==> config.mk <==
export PLATFORM = sky130hd
export DESIGN_NAME = clk_div_cfg_ctrl
export DESIGN_NICKNAME = d
export VERILOG_FILES = /design/src/rtl/clk_div_ctrl_pkg.sv /design/src/rtl/rr_arb2.sv /design/src/rtl/clk_div_cfg_ctrl.sv
export SDC_FILE = /design/constraint.sdc
export NUM_CORES = 1
export LEC_CHECK = 0
export ABC_CLOCK_PERIOD_IN_PS = 2200
export CAP_MARGIN = 20
export CORE_MARGIN = 2
export CORE_UTILIZATION = 35
export CTS_BUF_LIST = sky130_fd_sc_hd__clkbuf_16
export CTS_CLUSTER_SIZE = 40
export DETAILED_ROUTE_END_ITERATION = 8
export PLACE_DENSITY = 0.57
export SLEW_MARGIN = 10
export SYNTH_ARGS = -nofsm -noshare
export SYNTH_HDL_FRONTEND = slang
export SYNTH_SLANG_ARGS = --single-unit
==> constraint.sdc <==
create_clock -name i_ref_clk -period 2.2 [get_ports i_ref_clk]
set_clock_uncertainty 0.1 [all_clocks]
set_input_delay 0.55 -clock i_ref_clk [delete_from_list [all_inputs] [get_ports i_ref_clk]]
set_output_delay 0.55 -clock i_ref_clk [all_outputs]
set_load 0.005 [all_outputs]
==> src/rtl/clk_div_ctrl_pkg.sv <==
// Shared definitions for the clock-divider configuration controller:
// FSM encoding and default sizing/timing values.
package clk_div_ctrl_pkg;

   localparam int RATIO_W_DEF    = 8;
   localparam int QUIET_CYC_DEF  = 4;
   localparam int SETTLE_CYC_DEF = 2;
   localparam int DEF_RATIO_DEF  = 1;

   typedef enum logic [1:0] {
      ST_IDLE   = 2'd0,
      ST_DRAIN  = 2'd1,
      ST_LOAD   = 2'd2,
      ST_SETTLE = 2'd3
   } ctrl_state_e;

endpackage

==> src/rtl/rr_arb2.sv <==
// Two-requester round-robin arbiter. Grants are combinational; the pointer
// moves away from the winner only when the grant is actually taken.
module rr_arb2 (
   input  logic i_clk,
   input  logic i_rst,
   input  logic i_req_a,
   input  logic i_req_b,
   input  logic i_en,
   output logic o_gnt_a,
   output logic o_gnt_b
);

   logic ptr_q;   // 0 favours A, 1 favours B

   assign o_gnt_a = i_req_a & (~i_req_b | ~ptr_q);
   assign o_gnt_b = i_req_b & (~i_req_a |  ptr_q);

   always_ff @(posedge i_clk or posedge i_rst) begin
      if (i_rst) begin
         ptr_q <= 1'b0;
      end else if (i_en & (o_gnt_a | o_gnt_b)) begin
         ptr_q <= o_gnt_a;
      end
   end

endmodule

==> src/rtl/clk_div_cfg_ctrl.sv <==
// Sequences divide-ratio changes from two requesters into the clock divider,
// gating it around each load so the divided clock never sees a runt pulse.
//
//  state  | meaning
//  IDLE   | divider running, arbitrating requests
//  DRAIN  | divider gated, waiting QUIET_CYC cycles
//  LOAD   | new ratio applied, divider still gated
//  SETTLE | divider re-enabled, waiting SETTLE_CYC cycles before done
module clk_div_cfg_ctrl
   import clk_div_ctrl_pkg::*;
#(
   parameter int                 RATIO_W    = RATIO_W_DEF,
   parameter int                 QUIET_CYC  = QUIET_CYC_DEF,
   parameter int                 SETTLE_CYC = SETTLE_CYC_DEF,
   parameter logic [RATIO_W-1:0] DEF_RATIO  = RATIO_W'(DEF_RATIO_DEF)
) (
   input  logic               i_ref_clk,
   input  logic               i_rst,
   input  logic               i_div_en,
   input  logic               i_req_a_valid,
   input  logic [RATIO_W-1:0] i_req_a_ratio,
   output logic               o_req_a_ready,
   input  logic               i_req_b_valid,
   input  logic [RATIO_W-1:0] i_req_b_ratio,
   output logic               o_req_b_ready,
   output logic               o_div_clk_en,
   output logic [RATIO_W-1:0] o_div_ratio,
   output logic               o_busy,
   output logic               o_done,
   output logic               o_done_id,
   output logic               o_clamp
);

   localparam int CNT_MAX = (QUIET_CYC > SETTLE_CYC) ? QUIET_CYC : SETTLE_CYC;
   localparam int CNT_W   = $clog2(CNT_MAX + 1);
   localparam logic [CNT_W-1:0] QUIET_TC  = CNT_W'(QUIET_CYC - 1);
   localparam logic [CNT_W-1:0] SETTLE_TC = CNT_W'(SETTLE_CYC - 1);

   ctrl_state_e        state_q, state_d;
   logic [CNT_W-1:0]   cnt_q, cnt_d;
   logic [RATIO_W-1:0] ratio_q, ratio_d;
   logic [RATIO_W-1:0] lat_ratio_q, lat_ratio_d;
   logic [RATIO_W-1:0] req_ratio, req_ratio_clamped;
   logic               lat_id_q, lat_id_d;
   logic               clk_en_q, clk_en_d;
   logic               done_q, done_d;
   logic               done_id_q, done_id_d;
   logic               clamp_q, clamp_d;
   logic               gnt_a, gnt_b;
   logic               idle, accept;

   assign idle = (state_q == ST_IDLE);

   rr_arb2 u_arb (
      .i_clk   (i_ref_clk),
      .i_rst   (i_rst),
      .i_req_a (i_req_a_valid),
      .i_req_b (i_req_b_valid),
      .i_en    (idle),
      .o_gnt_a (gnt_a),
      .o_gnt_b (gnt_b)
   );

   assign o_req_a_ready     = idle & gnt_a;
   assign o_req_b_ready     = idle & gnt_b;
   assign accept            = o_req_a_ready | o_req_b_ready;
   assign req_ratio         = gnt_b ? i_req_b_ratio : i_req_a_ratio;
   assign req_ratio_clamped = (req_ratio == '0) ? RATIO_W'(1) : req_ratio;

   always_ff @(posedge i_ref_clk or posedge i_rst) begin
      if (i_rst) begin
         state_q <= ST_IDLE;
      end else begin
         state_q <= state_d;
      end
   end

   always_comb begin
      state_d     = state_q;
      cnt_d       = cnt_q + CNT_W'(1);
      ratio_d     = ratio_q;
      lat_ratio_d = lat_ratio_q;
      lat_id_d    = lat_id_q;
      clk_en_d    = i_div_en;
      done_d      = 1'b0;
      done_id_d   = done_id_q;
      clamp_d     = 1'b0;
      unique case (state_q)
         ST_IDLE: begin
            cnt_d = '0;
            if (accept) begin
               clamp_d = (req_ratio == '0);
               // Same ratio: acknowledge without disturbing the divider
               if (req_ratio_clamped == ratio_q) begin
                  done_d    = 1'b1;
                  done_id_d = gnt_b;
               end else begin
                  lat_ratio_d = req_ratio_clamped;
                  lat_id_d    = gnt_b;
                  clk_en_d    = 1'b0;
                  state_d     = ST_DRAIN;
               end
            end
         end
         ST_DRAIN: begin
            clk_en_d = 1'b0;
            if (cnt_q == QUIET_TC) begin
               ratio_d = lat_ratio_q;
               cnt_d   = '0;
               state_d = ST_LOAD;
            end
         end
         ST_LOAD: begin
            cnt_d   = '0;
            state_d = ST_SETTLE;
         end
         ST_SETTLE: begin
            if (cnt_q == SETTLE_TC) begin
               done_d    = 1'b1;
               done_id_d = lat_id_q;
               cnt_d     = '0;
               state_d   = ST_IDLE;
            end
         end
         default: begin
            state_d = ST_IDLE;
         end
      endcase
   end

   always_ff @(posedge i_ref_clk or posedge i_rst) begin
      if (i_rst) begin
         cnt_q       <= '0;
         ratio_q     <= DEF_RATIO;
         lat_ratio_q <= DEF_RATIO;
         lat_id_q    <= 1'b0;
         clk_en_q    <= 1'b0;
         done_q      <= 1'b0;
         done_id_q   <= 1'b0;
         clamp_q     <= 1'b0;
      end else begin
         cnt_q       <= cnt_d;
         ratio_q     <= ratio_d;
         lat_ratio_q <= lat_ratio_d;
         lat_id_q    <= lat_id_d;
         clk_en_q    <= clk_en_d;
         done_q      <= done_d;
         done_id_q   <= done_id_d;
         clamp_q     <= clamp_d;
      end
   end

   assign o_div_clk_en = clk_en_q;
   assign o_div_ratio  = ratio_q;
   assign o_busy       = ~idle;
   assign o_done       = done_q;
   assign o_done_id    = done_id_q;
   assign o_clamp      = clamp_q;

endmodule
==> flow_metrics.tcl, run 1 <==
set metrics [dict create \
    track_usage_pct 20.4 \
    synth_warnings 0 \
    clk_latency_ns 0.26 \
    fin_ws_ns -0.191 \
    drcViolationCount 0 \
    io_buffer_count 35 \
    r2r-start "u_arb.ptr_q" \
    clk_path_buf_depth 2 \
    worstPathMaxFanout 3 \
    antenna_found_initial 0 \
    die_w_um 73.2 \
    drt_first_pass_iters 4 \
    peakVddDrop_mv 0.524 \
    cp_slowest_cell "mux2_4" \
    clock-sinks 27 \
    min_from "cnt_q[0]" \
    max_slew_margin_pct 71.6 \
    path_common_cell "a221oi_2" \
    vias_per_cell 5.39 \
    vias 1648 \
    ys.flop_type "dfrtp_1" \
    fin_crit_ns 2.39 \
    path_class "in2reg" \
    gp_congestion 0.932 \
    n_antenna_cell 0 \
    wl_mm 5.18 \
    layout-drive-gt1-share_pct 44.8 \
    yosysUniqueCellTypes 45 \
    endpoint_kind "register" \
    regArea_sq_um 678 \
    synthArstFlopShare_pct 100 \
    synth_edf_count 0 \
    grt_pass1_vias 1748 \
    power_density_mw_per_mm2 1100 \
    hold_path.class "reg2reg" \
    grt_overflow 0 \
    post-route-util_pct 58.2 \
    status "complete, but fails checks" \
    design.core.area_sq_mm 0.00466 \
    p_leak_nw 1.22 \
    tightest_slew_ns 0.424 \
    die_h_um 73.2 \
    hold_viol 0 \
    synthToLayoutAreaGrowth_pct 61.9 \
    die-area_sq_mm 0.00536 \
    violations "setup timing" \
    fmax_mhz 418 \
    nNetsFinal 282 \
    cts_tree "done" \
    crit_path_start "i_req_a_ratio[7]" \
    period_share_pct 109 \
    syn_area_per_cell_sq_um 10.1 \
    cts_buffers 3 \
    row_count 25 \
    netlist_instances 166 \
    io_pins 36 \
    clkSlewWorstSetupHoldPaths_ns 0.07 \
    start_kind "primary input" \
    fillCellCount 401 \
    grt_pass1_wl_mm 8.34 \
    crit_arrival_ns 2.44 \
    dpl_cell_area_sq_mm 0.00239 \
    setup_viol 12 \
    htree_levels 1 \
    crit_required_ns 2.25 \
    drt_iter0_markers 28 \
    path_cells "clkdlybuf4s15_2, xor2_1, a221oi_4, a221oi_2, a211oi_2, nand4b_2, a221oi_2, mux2_4" \
    grt_start_max_net_pins 28 \
    ant_nets 0 \
    grt_setup_unrepaired "true" \
    syn_nets 195 \
    drv_cap 0 \
    post-place-ws_ns -0.950 \
    yosysSeqAreaShare_pct 40.4 \
    finalMaxSlewViolations 0 \
    ys_ff_latch 27 \
    hold_ws_ns 0.367 \
    design_area_sq_mm 0.00271 \
    root_buffer "clkbuf_16" \
    multi_input_area_sq_mm 0.00109 \
    hpwlAfterDp_mm 3.75 \
    initial_core_util_pct 36.0 \
    slowest_delay_ns 0.32 \
    wl_per_cell_um 16.9 \
    syn_area_sq_mm 0.00168 \
]
through the flow:
stage          setup TNS [ns]  instances  power (mW)
2_1_floorplan          -0.331        166        1.65
3_5_place_dp           -12.07        289        2.34
3_3_place_gp           -11.37        289        2.27
5_1_grt                 -2.13        306        3.21
4_1_cts                -0.513        303        2.92
6_report               -0.628        306        2.99
registers in the layout, summed over array words and instances, names as in the netlist:
| name | flops |
|---|---|
| o_div_clk_en | 1 |
| o_div_ratio | 8 |
| o_done | 1 |
| o_clamp | 1 |
| lat_id_q | 1 |
| lat_ratio_q | 8 |
| u_arb.ptr_q | 1 |
| cnt_q | 3 |
| o_done_id | 1 |
| state_q | 2 |
where the power goes:
group | leakage [nW] | internal, mW | total [mW] | switching [mW]
logic | 0.847 | 0.920 | 1.71 | 0.792
registers | 0.331 | 0.711 | 0.851 | 0.140
clock network | 0.0371 | 0.247 | 0.425 | 0.178
cell usage after synthesis (all sizes together) (3+ instances only):
cell type,number,area (sq um)
o21ai,4,20.0
buf,3,27.5
clkbuf,4,25.0
nor2,9,33.8
mux2i,5,50.1
a31oi,10,62.6
dfrtp,25,626
a21oi,13,65.1
inv,12,45.0
nor4,4,25.0
ha,8,100
mux2,10,113
nand2b,3,26.3
nand2,15,56.3
nor2b,3,26.3
a221oi,7,80.1
final timing paths:
path	end	cells past startpoint	slack (ns)
setup reg to reg	o_done_id	8	-0.18
setup / recovery	o_done_id	8	-0.19
max in group asynchronous	lat_ratio_q[0]	3	1.15
hold / removal	cnt_q[0]	1	0.37
min in group asynchronous	cnt_q[1]	3	0.55
hold reg to reg	cnt_q[0]	1	0.37
layer usage:
metal / wire length, um / track usage (%)
met1: 2250 / 25.7
met2: 2670 / 36.2
met3: 195 / 2.62
met4: 65 / 5.76
met5: 0 / 0
worst max-delay path: cells and delay by family:
kind / cells / cell delay, ns
multiplexers: 1 / 0.32
AO/OA/AOI/OAI: 4 / 0.97
buffers and inverters: 1 / 0.24
XOR/XNOR: 1 / 0.20
AND/OR/NAND/NOR: 1 / 0.16
kinds of logic (layout without fill, tap and decap cells):
group | after synthesis | after routing | synth area share [%]
AOI/OAI and AO/OA | 48 | 48 | 21.0
and+or+nand+nor | 45 | 45 | 14.9
DFF | 27 | 27 | 40.4
buffers and inverters | 19 | 105 | 5.82
muxes | 15 | 15 | 9.70
adders and majority gates | 8 | 8 | 5.97
xor gates and xnor gates | 4 | 4 | 2.09
final cells by class:
cell class,count,share of cell area (%)
clock inverters,1,0.277
well taps,54,2.49
repair buffers,89,27.6
flip-flops and latches,27,25.0
clock buffers,3,2.77
inverters,12,1.66
multi-input cells,120,40.2
placed cells by master (no fill, tap or decap), types with 3 or more instances in the layout:
| master | count |
|---|---|
| a21oi_1 | 12 |
| a221oi_2 | 6 |
| a31oi_1 | 10 |
| buf_2 | 3 |
| buf_4 | 52 |
| clkbuf_16 | 3 |
| clkdlybuf4s15_2 | 5 |
| clkdlybuf4s50_1 | 15 |
| dfrtp_1 | 25 |
| dlygate4sd2_1 | 12 |
| ha_1 | 7 |
| inv_1 | 10 |
| mux2_2 | 9 |
| mux2i_1 | 5 |
| nand2_1 | 14 |
| nor2_1 | 7 |
| o21ai_0 | 4 |
timing repair:
item                       4_1_cts  5_1_grt
pin swaps                       19        8
setup endpoints to repair       17       14
gates resized for setup         64        6
hold buffers                     0        0
buffers inserted                10        4
Power figures use the tool's default switching activity.
==> run 2, diff against run 1 <==
--- a/config.mk
+++ b/config.mk
@@ -12,7 +12,6 @@
 export CTS_BUF_LIST = sky130_fd_sc_hd__clkbuf_16
 export CTS_CLUSTER_SIZE = 40
 export DETAILED_ROUTE_END_ITERATION = 8
-export PLACE_DENSITY = 0.57
 export SLEW_MARGIN = 10
 export SYNTH_ARGS = -nofsm -noshare
 export SYNTH_HDL_FRONTEND = slang
==> run 2 against run 1 <==
- the flow still finishes with violations (setup timing)
- wire length increased by 0.60%
- via count decreased by 0.18%
- sequential power increased by 1%
- critical path depth decreased by 1
- largest power group unchanged
- global-route usage decreased by 0.42 points
- register-to-register slack about the same
- die area unchanged
- power increased by 1.5%
- non-clock buffer count decreased by 6
- clock power decreased by 4%
- first-iteration DRC count increased to 2.9 times the previous value
- fmax decreased by 0.88%
==> flow_metrics.tcl, run 2 (synthesized netlist as in run 1, its figures left out) <==
set metrics [dict create \
    comb_power_share_pct 58.1 \
    fin_ws_ns -0.212 \
    power_density_mw_per_mm2 1090 \
    power_switching_mw 1.16 \
    grt_overflow 0 \
    peakVddDrop_mv 0.493 \
    start_kind "primary input" \
    die_w_um 73.2 \
    initial_core_util_pct 36.0 \
    vias 1645 \
    cp_slowest_cell "a2111oi_4" \
    htree_levels 1 \
    hpwlAfterDp_mm 3.75 \
    design.core.area_sq_mm 0.00466 \
    vias_per_cell 5.48 \
    hold_viol 0 \
    clock-sinks 27 \
    r2r_end "o_done_id" \
    hold_depth 1 \
    hold_path.class "reg2reg" \
    sw_frac_of_total_pct 38.2 \
    drcViolationCount 0 \
    layout_commonest_cell "buf_4" \
    gp_congestion 0.846 \
    min_to "cnt_q[0]" \
    row_count 25 \
    finalMaxSlewViolations 0 \
    clkSlewWorstSetupHoldPaths_ns 0.07 \
    grt_setup_unrepaired "true" \
    violations "setup timing" \
    track_usage_pct 20.0 \
    path_class "in2reg" \
    root_buffer "clkbuf_16" \
    crit_required_ns 2.25 \
    wl_per_cell_um 17.4 \
    drt_iter0_markers 80 \
    drv_cap 0 \
    worst-r2r-setup-slack_ns -0.18 \
    p_clk_share_pct 13.5 \
    path_cells "clkdlybuf4s15_2, a2111oi_4, a221oi_2, a211oi_2, nand4b_4, a221oi_4, mux2_4" \
    max_slew_margin_pct 60.0 \
    cts_buffers 3 \
    tightest_slew_ns 0.593 \
    crit_buf_inv 1 \
    nNetsFinal 276 \
    die-area_sq_mm 0.00536 \
    grt_start_max_net_pins 28 \
    io_buffer_count 35 \
    fmax_mhz 415 \
    cts_tree "done" \
    setup_viol 14 \
    ant_nets 0 \
    die_h_um 73.2 \
    io_pins 36 \
    n_antenna_cell 0 \
    p_int_mw 1.87 \
    slowest_delay_ns 0.44 \
    drt_first_pass_iters 4 \
    p_leak_nw 1.23 \
    hold_ws_ns 0.369 \
    clk_path_buf_depth 2 \
    layout-drive-gt1-share_pct 46.3 \
    r2r-start "u_arb.ptr_q" \
    post-place-ws_ns -0.941 \
    antenna_found_initial 0 \
    grt_pass1_wl_mm 8.16 \
    r2r_cells 7 \
    path_delay_family "compound AO/OA/AOI/OAI gates" \
    synthToLayoutAreaGrowth_pct 66.1 \
    wl_mm 5.22 \
    grt_pass1_vias 1675 \
    tns_ns -1.47 \
    seqPwrFrac_pct 28.4 \
    clk_latency_ns 0.26 \
    status "complete, but fails checks" \
    crit_arrival_ns 2.46 \
    endpoint_kind "register" \
    period_share_pct 110 \
    cts_hold_buf 0 \
    worstPathMaxFanout 3 \
    fin_crit_ns 2.41 \
    layout_common_cells "buf_4 (42), dfrtp_1 (24), clkdlybuf4s50_1 (15)" \
    min_from "cnt_q[0]" \
]
[run 2: cell count changes in the layout (fill, tap and decap cells not counted), moves of 2 or more]
| cell | delta |
|---|---|
| a221oi_2 | -4 |
| clkdlybuf4s15_2 | -3 |
| mux2i_1 | -2 |
| dlygate4sd2_1 | -3 |
| clkbuf_2 | +2 |
| a221oi_4 | +4 |
| a21oi_1 | -2 |
| mux2i_2 | +2 |
| clkdlybuf4s15_1 | +3 |
| buf_6 | +3 |
| buf_4 | -10 |
[run 2: final cells by class]
type	instances	area, sq um
fill	385	1880
multi-input combinational	120	1190
timing repair buffer	83	719
sequential	27	679
clock buffer	3	75.1
tap	54	67.6
inverter	12	45.0
clock inverter	1	3.75
[run 2: through the flow]
step	area, sq um	util (%)	cells	total power, mW
after floorplan	1710	-	166	1.65
after global placement	2390	51.3	290	2.26
after detailed placement	2390	51.3	290	2.31
after CTS	2680	57.4	298	2.91
after global routing	2790	59.8	300	3.23
final	2790	59.8	300	3.03
[run 2: timing repair]
item | CTS | global route
gates resized for setup | 73 | 23
cloned | 0 | 1
pin swaps | 20 | 11
setup buffers | 5 | 1
endpoints found under the setup margin | 17 | 15
[run 2: worst max path at each step]
| stage | startpoint | endpoint | depth (start not counted) |
|---|---|---|---|
| after floorplan | i_req_a_ratio[1] | o_done_id | 7 |
| after global placement | i_req_b_ratio[6] | o_done_id | 8 |
| after detailed placement | i_req_b_valid | o_done_id | 7 |
| after CTS | i_req_a_ratio[2] | o_done_id | 7 |
| after global routing | u_arb.ptr_q | o_done_id | 8 |
| final | i_req_b_ratio[6] | o_done_id | 7 |
[run 2: power by group through the flow]
stage / logic (mW) / registers [mW] / clock network (mW)
global placement: 1.42 / 0.843 / 0
floorplan: 0.805 / 0.847 / 0
global route: 1.90 / 0.885 / 0.451
finish: 1.76 / 0.861 / 0.409
CTS: 1.64 / 0.854 / 0.420
detailed placement: 1.46 / 0.851 / 0
[run 2: layer usage]
| layer | vias up | track usage, % | share of wire [%] |
|---|---|---|---|
| met5 | - | 0 | 0 |
| met3 | 14 | 2.62 | 4.0 |
| met2 | 46 | 32.3 | 47 |
| met4 | 0 | 6.17 | 2.7 |
| met1 | 818 | 27.7 | 46 |
| li1 | 767 | - | - |
